==> src/rtl/execute_pkg.sv <==
// Shared types for the RV32I/M execute stage: ALU, branch, forwarding and
// mul/div encodings plus small decode helpers for the mul/div operations.
package execute_pkg;

    localparam int ALU_OP_W = 4;
    localparam int MD_OP_W  = 3;

    typedef enum logic [ALU_OP_W-1:0] {
        ALU_ADD  = 4'd0,
        ALU_SUB  = 4'd1,
        ALU_AND  = 4'd2,
        ALU_OR   = 4'd3,
        ALU_XOR  = 4'd4,
        ALU_SLT  = 4'd5,
        ALU_SLTU = 4'd6,
        ALU_SLL  = 4'd7,
        ALU_SRL  = 4'd8,
        ALU_SRA  = 4'd9
    } alu_op_e;

    typedef enum logic [MD_OP_W-1:0] {
        MD_MUL    = 3'b000,
        MD_MULH   = 3'b001,
        MD_MULHSU = 3'b010,
        MD_MULHU  = 3'b011,
        MD_DIV    = 3'b100,
        MD_DIVU   = 3'b101,
        MD_REM    = 3'b110,
        MD_REMU   = 3'b111
    } muldiv_op_e;

    typedef enum logic [2:0] {
        BR_EQ  = 3'b000,
        BR_NE  = 3'b001,
        BR_LT  = 3'b100,
        BR_GE  = 3'b101,
        BR_LTU = 3'b110,
        BR_GEU = 3'b111
    } br_cond_e;

    typedef enum logic [1:0] {
        FWD_RF = 2'b00,
        FWD_W  = 2'b01,
        FWD_M  = 2'b10
    } fwd_sel_e;

    typedef enum logic [1:0] {
        RES_ALU = 2'b00,
        RES_MEM = 2'b01,
        RES_PC4 = 2'b10
    } result_src_e;

    typedef enum logic [1:0] {
        MD_IDLE = 2'b00,
        MD_BUSY = 2'b01,
        MD_DONE = 2'b10
    } md_state_e;

    function automatic logic md_is_div(input muldiv_op_e op);
        return op inside {MD_DIV, MD_DIVU, MD_REM, MD_REMU};
    endfunction

    function automatic logic md_a_signed(input muldiv_op_e op);
        return op inside {MD_MULH, MD_MULHSU, MD_DIV, MD_REM};
    endfunction

    function automatic logic md_b_signed(input muldiv_op_e op);
        return op inside {MD_MULH, MD_DIV, MD_REM};
    endfunction

endpackage

==> src/rtl/muldiv_iter.sv <==
// Iterative RV32M multiply/divide: magnitudes in, one shift-add or
// restoring-subtract step per cycle, sign correction on the way out.
module muldiv_iter
    import execute_pkg::*;
#(
    parameter int XLEN = 32
) (
    input  logic                clk,
    input  logic                rst,
    input  logic                start,
    input  logic                abort,
    input  logic [MD_OP_W-1:0]  op,
    input  logic [XLEN-1:0]     a,
    input  logic [XLEN-1:0]     b,
    output logic                busy,
    output logic                done,
    output logic [XLEN-1:0]     result
);
    localparam int CW = $clog2(XLEN);

    md_state_e         state_d, state_q;
    logic [CW-1:0]     count_d, count_q;
    muldiv_op_e        op_d, op_q;
    logic [XLEN-1:0]   hi_d, hi_q, lo_d, lo_q, dv_d, dv_q;
    logic              a_neg_d, a_neg_q, b_neg_d, b_neg_q, b_zero_d, b_zero_q;

    muldiv_op_e        op_in;
    logic              a_neg_in, b_neg_in;
    logic [XLEN-1:0]   a_mag, b_mag;
    logic [XLEN:0]     mul_sum, div_shift, div_diff;
    logic [2*XLEN-1:0] prod, prod_s;
    logic [XLEN-1:0]   quo_s, rem_s;

    assign op_in    = muldiv_op_e'(op);
    assign a_neg_in = md_a_signed(op_in) & a[XLEN-1];
    assign b_neg_in = md_b_signed(op_in) & b[XLEN-1];
    assign a_mag    = a_neg_in ? -a : a;
    assign b_mag    = b_neg_in ? -b : b;

    // hi:lo is the product accumulator for multiply and remainder:quotient for divide.
    assign mul_sum   = {1'b0, hi_q} + (lo_q[0] ? {1'b0, dv_q} : '0);
    assign div_shift = {hi_q, lo_q[XLEN-1]};
    assign div_diff  = div_shift - {1'b0, dv_q};

    // NOTE: every always_comb output gets a default first so no path infers a latch.
    always_comb begin
        state_d  = state_q;
        count_d  = count_q;
        op_d     = op_q;
        hi_d     = hi_q;
        lo_d     = lo_q;
        dv_d     = dv_q;
        a_neg_d  = a_neg_q;
        b_neg_d  = b_neg_q;
        b_zero_d = b_zero_q;
        case (state_q)
            MD_IDLE: begin
                if (start && !abort) begin
                    state_d  = MD_BUSY;
                    count_d  = CW'(XLEN - 1);
                    op_d     = op_in;
                    a_neg_d  = a_neg_in;
                    b_neg_d  = b_neg_in;
                    b_zero_d = (b == '0);
                    hi_d     = '0;
                    lo_d     = md_is_div(op_in) ? a_mag : b_mag;
                    dv_d     = md_is_div(op_in) ? b_mag : a_mag;
                end
            end
            MD_BUSY: begin
                if (abort) begin
                    state_d = MD_IDLE;
                end else begin
                    if (md_is_div(op_q)) begin
                        hi_d = div_diff[XLEN] ? div_shift[XLEN-1:0] : div_diff[XLEN-1:0];
                        lo_d = {lo_q[XLEN-2:0], ~div_diff[XLEN]};
                    end else begin
                        hi_d = mul_sum[XLEN:1];
                        lo_d = {mul_sum[0], lo_q[XLEN-1:1]};
                    end
                    if (count_q == '0) state_d = MD_DONE;
                    else               count_d = count_q - CW'(1);
                end
            end
            default: state_d = MD_IDLE;
        endcase
    end

    // Signed overflow needs no special case: |-2^(XLEN-1)| / 1 already yields the dividend.
    always_comb begin
        prod   = {hi_q, lo_q};
        prod_s = (a_neg_q ^ b_neg_q) ? -prod : prod;
        quo_s  = b_zero_q ? '1 : ((a_neg_q ^ b_neg_q) ? -lo_q : lo_q);
        rem_s  = a_neg_q ? -hi_q : hi_q;
        case (op_q)
            MD_MUL:                        result = prod_s[XLEN-1:0];
            MD_MULH, MD_MULHSU, MD_MULHU:  result = prod_s[2*XLEN-1:XLEN];
            MD_DIV, MD_DIVU:               result = quo_s;
            default:                       result = rem_s;
        endcase
    end

    // Busy means "no result to hand over yet", so it is also high in IDLE.
    assign busy = (state_q != MD_DONE);
    assign done = (state_q == MD_DONE);

    // NOTE: sequential state uses non-blocking assignments only.
    always_ff @(posedge clk or negedge rst) begin
        if (!rst) begin
            state_q  <= MD_IDLE;
            count_q  <= '0;
            op_q     <= MD_MUL;
            hi_q     <= '0;
            lo_q     <= '0;
            dv_q     <= '0;
            a_neg_q  <= 1'b0;
            b_neg_q  <= 1'b0;
            b_zero_q <= 1'b0;
        end else begin
            state_q  <= state_d;
            count_q  <= count_d;
            op_q     <= op_d;
            hi_q     <= hi_d;
            lo_q     <= lo_d;
            dv_q     <= dv_d;
            a_neg_q  <= a_neg_d;
            b_neg_q  <= b_neg_d;
            b_zero_q <= b_zero_d;
        end
    end

endmodule

==> src/rtl/execute_stage.sv <==
// RV32I/M execute stage: forwarding muxes, ALU, branch resolution, optional
// iterative mul/div, and the E->M pipeline register with stall/flush bubbles.
module execute_stage
    import execute_pkg::*;
#(
    parameter int XLEN      = 32,
    parameter int RAW       = 5,
    parameter bit MULDIV_EN = 1'b1
) (
    input  logic                clk,
    input  logic                rst,
    input  logic                RegWriteE,
    input  logic                MemWriteE,
    input  logic                BranchE,
    input  logic                JumpE,
    input  logic                JalrE,
    input  logic                ALUSrcE,
    input  logic                MulDivE,
    input  logic [1:0]          ResultSrcE,
    input  logic [ALU_OP_W-1:0] ALUControlE,
    input  logic [2:0]          Funct3E,
    input  logic [XLEN-1:0]     RD1_E,
    input  logic [XLEN-1:0]     RD2_E,
    input  logic [XLEN-1:0]     Imm_Ext_E,
    input  logic [XLEN-1:0]     PCE,
    input  logic [XLEN-1:0]     PCPlus4E,
    input  logic [RAW-1:0]      RD_E,
    input  logic [1:0]          ForwardAE,
    input  logic [1:0]          ForwardBE,
    input  logic [XLEN-1:0]     ResultW,
    input  logic                FlushE,
    output logic [XLEN-1:0]     PCTargetE,
    output logic                PCSrcE,
    output logic                StallE,
    output logic                RegWriteM,
    output logic                MemWriteM,
    output logic [1:0]          ResultSrcM,
    output logic [RAW-1:0]      RD_M,
    output logic [XLEN-1:0]     PCPlus4M,
    output logic [XLEN-1:0]     WriteDataM,
    output logic [XLEN-1:0]     ALU_ResultM
);
    localparam int SHW = $clog2(XLEN);

    logic [XLEN-1:0] src_a, fwd_b, src_b, alu_result, md_result, jalr_sum;
    logic [SHW-1:0]  shamt;
    logic            cond_taken, md_busy, md_done, bubble;

    logic            reg_write_d, reg_write_q, mem_write_d, mem_write_q;
    result_src_e     result_src_d, result_src_q;
    logic [RAW-1:0]  rd_d, rd_q;
    logic [XLEN-1:0] pc_plus4_d, pc_plus4_q, write_data_d, write_data_q;
    logic [XLEN-1:0] alu_result_d, alu_result_q;

    always_comb begin
        case (fwd_sel_e'(ForwardAE))
            FWD_W:   src_a = ResultW;
            FWD_M:   src_a = ALU_ResultM;
            default: src_a = RD1_E;
        endcase
        case (fwd_sel_e'(ForwardBE))
            FWD_W:   fwd_b = ResultW;
            FWD_M:   fwd_b = ALU_ResultM;
            default: fwd_b = RD2_E;
        endcase
    end

    assign src_b = ALUSrcE ? Imm_Ext_E : fwd_b;
    assign shamt = src_b[SHW-1:0];

    always_comb begin
        case (alu_op_e'(ALUControlE))
            ALU_ADD:  alu_result = src_a + src_b;
            ALU_SUB:  alu_result = src_a - src_b;
            ALU_AND:  alu_result = src_a & src_b;
            ALU_OR:   alu_result = src_a | src_b;
            ALU_XOR:  alu_result = src_a ^ src_b;
            ALU_SLT:  alu_result = {{(XLEN-1){1'b0}}, $signed(src_a) < $signed(src_b)};
            ALU_SLTU: alu_result = {{(XLEN-1){1'b0}}, src_a < src_b};
            ALU_SLL:  alu_result = src_a << shamt;
            ALU_SRL:  alu_result = src_a >> shamt;
            ALU_SRA:  alu_result = $signed(src_a) >>> shamt;
            default:  alu_result = '0;
        endcase
    end

    // Branches compare the forwarded register operands, never the immediate.
    always_comb begin
        case (br_cond_e'(Funct3E))
            BR_EQ:   cond_taken = (src_a == fwd_b);
            BR_NE:   cond_taken = (src_a != fwd_b);
            BR_LT:   cond_taken = ($signed(src_a) <  $signed(fwd_b));
            BR_GE:   cond_taken = ($signed(src_a) >= $signed(fwd_b));
            BR_LTU:  cond_taken = (src_a <  fwd_b);
            BR_GEU:  cond_taken = (src_a >= fwd_b);
            default: cond_taken = 1'b0;
        endcase
    end

    assign jalr_sum  = src_a + Imm_Ext_E;
    assign PCTargetE = JalrE ? {jalr_sum[XLEN-1:1], 1'b0} : PCE + Imm_Ext_E;

    generate
        if (MULDIV_EN) begin : gen_muldiv
            muldiv_iter #(.XLEN(XLEN)) u_muldiv (
                .clk    (clk),
                .rst    (rst),
                .start  (MulDivE),
                .abort  (FlushE),
                .op     (Funct3E),
                .a      (src_a),
                .b      (fwd_b),
                .busy   (md_busy),
                .done   (md_done),
                .result (md_result)
            );
        end else begin : gen_no_muldiv
            assign md_busy   = 1'b0;
            assign md_done   = 1'b0;
            assign md_result = '0;
        end
    endgenerate

    assign StallE = rst & MulDivE & md_busy;
    assign PCSrcE = rst & ~StallE & ((BranchE & cond_taken) | JumpE | JalrE);

    // Stall and flush both squash the architectural side effects; data fields pass through.
    always_comb begin
        bubble       = StallE | FlushE;
        reg_write_d  = RegWriteE & ~bubble;
        mem_write_d  = MemWriteE & ~bubble;
        rd_d         = bubble ? '0 : RD_E;
        result_src_d = result_src_e'(ResultSrcE);
        pc_plus4_d   = PCPlus4E;
        write_data_d = fwd_b;
        alu_result_d = (MulDivE && md_done) ? md_result : alu_result;
    end

    always_ff @(posedge clk or negedge rst) begin
        if (!rst) begin
            reg_write_q  <= 1'b0;
            mem_write_q  <= 1'b0;
            result_src_q <= RES_ALU;
            rd_q         <= '0;
            pc_plus4_q   <= '0;
            write_data_q <= '0;
            alu_result_q <= '0;
        end else begin
            reg_write_q  <= reg_write_d;
            mem_write_q  <= mem_write_d;
            result_src_q <= result_src_d;
            rd_q         <= rd_d;
            pc_plus4_q   <= pc_plus4_d;
            write_data_q <= write_data_d;
            alu_result_q <= alu_result_d;
        end
    end

    assign RegWriteM   = reg_write_q;
    assign MemWriteM   = mem_write_q;
    assign ResultSrcM  = result_src_q;
    assign RD_M        = rd_q;
    assign PCPlus4M    = pc_plus4_q;
    assign WriteDataM  = write_data_q;
    assign ALU_ResultM = alu_result_q;

endmodule

==> config.mk <==
export PLATFORM = sky130hd
export DESIGN_NAME = execute_stage
export DESIGN_NICKNAME = d
export VERILOG_FILES = /design/src/rtl/execute_pkg.sv /design/src/rtl/muldiv_iter.sv /design/src/rtl/execute_stage.sv
export SDC_FILE = /design/constraint.sdc
export NUM_CORES = 2
export LEC_CHECK = 0
export BUFFER_PORTS_ARGS = -buffer_cell sky130_fd_sc_hd__buf_2
export CORE_ASPECT_RATIO = 0.75
export CORE_MARGIN = 5
export CORE_UTILIZATION = 37
export CTS_CLUSTER_DIAMETER = 120
export DETAILED_ROUTE_END_ITERATION = 16
export HOLD_SLACK_MARGIN = 0.1
export PLACE_DENSITY = 0.63
export SETUP_SLACK_MARGIN = 0.05
export SLEW_MARGIN = 20
export SYNTH_ARGS = -nofsm -noshare
export SYNTH_HDL_FRONTEND = slang
export SYNTH_HIERARCHICAL = 1
export SYNTH_SLANG_ARGS = --single-unit
==> constraint.sdc <==
create_clock -name clk -period 6 [get_ports clk]
set_clock_uncertainty 0.1 [all_clocks]
set_input_delay 0.6 -clock clk [delete_from_list [all_inputs] [get_ports clk]]
set_output_delay 0.6 -clock clk [all_outputs]
set_load 0.03 [all_outputs]
==> flow_summary_export.csv <==
group,metric,value,unit
logic_synthesis,ys_seq_elements,214,
critical_path,slowest_stage,"a211oi_1",
drt,wirelength,164000,um
logic_synthesis,synth_cell_type_count,105,
critical_path,reg2reg_depth,16,
critical_path,cp.depth,20,
critical_path,start_kind,"input pin",
logic_synthesis,syn-num-nets,4722,
status,status,"finished clean",
global_routing,grt_max_degree,95,
global_routing,use_met3,15.6,%
pwr,power.density,354,nW/um^2
cells_and_area,nets,5055,
global_routing,overflow,0,
global_routing,grt_pass1_vias,32602,
drt,dr.pass1.iters,7,
drt,postRouteAntennaNets,0,
critical_path,crit_top_cell,"o21ai_0",
die,die_h,259,um
place,gp_congestion,1.13,
die,dieWidth,342,um
cells_and_area,layout-drive-gt1-share,15.1,%
clock_network,cts.sinks,214,
job,cap_violations,0,
critical_path,crit_family,"compound AO/OA/AOI/OAI gates",
critical_path,cp_max_fo,28,
critical_path,worst_setup_path_end_kind,"flop",
place,port_buffers,358,
clock_network,clk_root_buffer_cell,"clkbuf_16",
sta,fmax,176,MHz
logic_synthesis,ys_warn_count,6,
critical_path,crit_arrival,6.04,ns
critical_path,critical_path.cell_chain,"buf_2 -> inv_1 -> ha_2 -> buf_4 -> buf_4 -> nor2_1 -> a21oi_1 -> o21ai_0 -> ha_1 -> and4_1 -> a221oi_1 -> o21ai_0 -> a41oi_1 -> buf_4 -> nand2_1 -> o21ai_0 -> nor3_1 -> a211oi_1 -> o21ai_0 -> a22o_1",
pwr,p_leak,16.0,nW
global_routing,grt_pass1_wl,233000,um
sta,slew_headroom,17.0,%
critical_path,path_buf_inv,5,
drt,vias,36938,
sta,final-hold-violation-count,0,
die,dieArea,88400,um^2
critical_path,crit_type,"in -> reg",
die,pin_count,359,
cells_and_area,final_area,35300,um^2
place,dp_hpwl,130000,um
sta,period_needed,5.69,ns
pwr,peakVddDrop,0.201,mV
sta,drv_slew,0,
global_routing,busiest_layer,"met1",
global_routing,grt_usage,35.0,%
min_path,holdPathStages,2,
logic_synthesis,synth_flop_cell,"dfrtp_1",
global_routing,grt_util_met1,51.6,%
clock_network,cts_max_level,1,
drt,wl_per_cell,28.8,um
clock_network,clkTransAtPathRegs,0.07,ns
logic_synthesis,syn_area,30500,um^2
sta,setup_viol,0,
place,postPlaceCellArea,34000,um^2
clock_network,clockBufferDepth,3,
global_routing,met2_usage,44.7,%
clock_network,insertion_delay,0.61,ns
sta,worst_pin_slew,1.25,ns
cells_and_area,area_growth_syn_to_layout,15.7,%
logic_synthesis,synthArstFlopShare,100,%
sta,rsz0062_at_grt,"false",
drt,drt_iter0_drc,6497,
critical_path,worst_path_largest_cell_delay,0.82,ns
min_path,hold_class,"in -> reg",
logic_synthesis,ys_seq_area_share,17.5,%
logic_synthesis,syn-mean-instance-area,7.22,um^2
clock_network,cts_tree,"built",
sta,fin_crit_sh,94.9,%
logic_synthesis,synth_edf_count,0,
sta,tns,0,ns
global_routing,grt_antenna_before_repair,18,
die,core_area,82100,um^2
clock_network,numCtsBuffers,26,
critical_path,crit_required,6.35,ns
drt,vias_per_cell,6.47,
die,start_util,37.2,%
die,fp-row-count,91,
logic_synthesis,syn_inst,4232,
drt,drc,0,
path summary, 6_finish.rpt:
kind                                               from                      endpoint  slack (ns)
min in group asynchronous                           rst  gen_muldiv.u_muldiv/hi_q[25]        0.39
max in group asynchronous                           rst               ALU_ResultM[28]        3.24
min reg2reg                gen_muldiv.u_muldiv/dv_q[29]  gen_muldiv.u_muldiv/dv_q[29]        0.38
min                                             RD_E[0]                       RD_M[0]        0.13
max reg2reg                gen_muldiv.u_muldiv/lo_q[21]               ALU_ResultM[21]        0.49
max                                        ForwardBE[0]               ALU_ResultM[11]        0.31
routing by layer:
layer,share of wire (%),up-vias
met2,36,2942
met5,0.045,-
met1,42,17426
met3,17,423
met4,4.1,12
li1,-,16135
state kept, by name (all words and copies together) (netlist names), 2 cells and up:
signal and flops:
ALU_ResultM 32, RD_M 5, gen_muldiv.u_muldiv/lo_q 32, PCPlus4M 32
gen_muldiv.u_muldiv/hi_q 32, WriteDataM 32, ResultSrcM 2, gen_muldiv.u_muldiv/op_q 3
gen_muldiv.u_muldiv/count_q 5, gen_muldiv.u_muldiv/dv_q 32, gen_muldiv.u_muldiv/state_q 2
stage by stage:
| stage | cells | power [mW] | hold slack (ns) | setup WS (ns) | utilization (%) |
|---|---|---|---|---|---|
| 2_1_floorplan | 4232 | 7.65 | 0.204 | 0.251 | - |
| 3_3_place_gp | 5616 | 10.3 | 0.365 | 0.242 | 41.4 |
| 3_5_place_dp | 5616 | 10.3 | 0.366 | 0.185 | 41.4 |
| 4_1_cts | 5701 | 12.1 | 0.104 | 0.163 | 43.0 |
| 5_1_grt | 5703 | 13.1 | 0.113 | 0.128 | 43.0 |
| 6_report | 5707 | 12.5 | 0.128 | 0.307 | 43.0 |
final cells by class:
cell class / count / area, um^2
well taps: 1116 / 1400
flip-flops and latches: 214 / 5360
repair buffers: 572 / 3500
clock buffers: 31 / 699
multi-input cells: 3530 / 23300
fillers: 8562 / 46800
inverters: 221 / 832
diodes: 6 / 15.0
clock inverters: 17 / 200
cell usage after synthesis, types with 13 or more instances:
master / n / area share [%]
a211oi_1: 65 / 1.6
a21o_1: 78 / 1.9
a21oi_1: 430 / 7.0
a221oi_1: 40 / 1.1
a22oi_1: 104 / 2.6
a31oi_1: 63 / 1.3
and2_1: 25 / 0.51
and3_1: 17 / 0.35
buf_1: 20 / 0.25
buf_2: 32 / 0.52
clkbuf_1: 200 / 2.5
dfrtp_1: 214 / 18
ha_1: 264 / 11
inv_1: 216 / 2.7
mux2_2: 22 / 0.81
mux2i_1: 187 / 6.1
nand2_1: 452 / 5.6
nand2b_1: 42 / 0.86
nand3_1: 63 / 1.0
nand4_1: 19 / 0.39
nor2_1: 416 / 5.1
nor2b_1: 28 / 0.57
nor3_1: 87 / 1.4
nor4_1: 29 / 0.59
o2111ai_1: 13 / 0.37
o211ai_1: 44 / 1.1
o21a_1: 33 / 0.81
o21ai_0: 351 / 5.8
o21ai_1: 24 / 0.39
o21bai_1: 24 / 0.59
o221ai_1: 24 / 0.69
o22ai_1: 29 / 0.59
o31ai_1: 36 / 0.88
or2_2: 17 / 0.35
or3_1: 27 / 0.55
or4_1: 17 / 0.42
xnor2_1: 142 / 4.1
xor2_1: 100 / 2.9
placed cells by master, fill, tap and decap left out, types with 40 or more instances in the layout:
| master | n |
|---|---|
| nand2_1 | 452 |
| inv_1 | 214 |
| a211oi_1 | 64 |
| nand3_1 | 63 |
| a31oi_1 | 63 |
| a22oi_1 | 104 |
| nand2b_1 | 42 |
| mux2i_1 | 187 |
| dfrtp_1 | 213 |
| xor2_1 | 99 |
| xnor2_1 | 141 |
| nor2_1 | 414 |
| a21o_1 | 78 |
| nor3_1 | 84 |
| o211ai_1 | 44 |
| buf_4 | 178 |
| a221oi_1 | 40 |
| a21oi_1 | 430 |
| buf_2 | 356 |
| ha_1 | 262 |
| o21ai_0 | 339 |
power breakdown:
part | switching [mW] | internal (mW)
Sequential | 0.593 | 1.74
Clock | 0.765 | 0.975
Combinational | 5.45 | 2.98
logic make-up after synthesis:
kind of cell | after synthesis | synth area share, %
fa+ha+maj | 270 | 11.2
mux | 210 | 7.01
flops | 214 | 17.5
buf+inv | 488 | 6.47
simple gates | 1295 | 19.4
xor+xnor | 242 | 6.94
compound gates | 1513 | 31.5
timing repair:
action,4_1_cts,5_1_grt
setup endpoints to repair,0,3
setup buffers,0,0
resized for setup,0,6
hold buffers,37,0
hold endpoints to repair,83,0
Note: power is estimated with default switching activity, not from simulation.
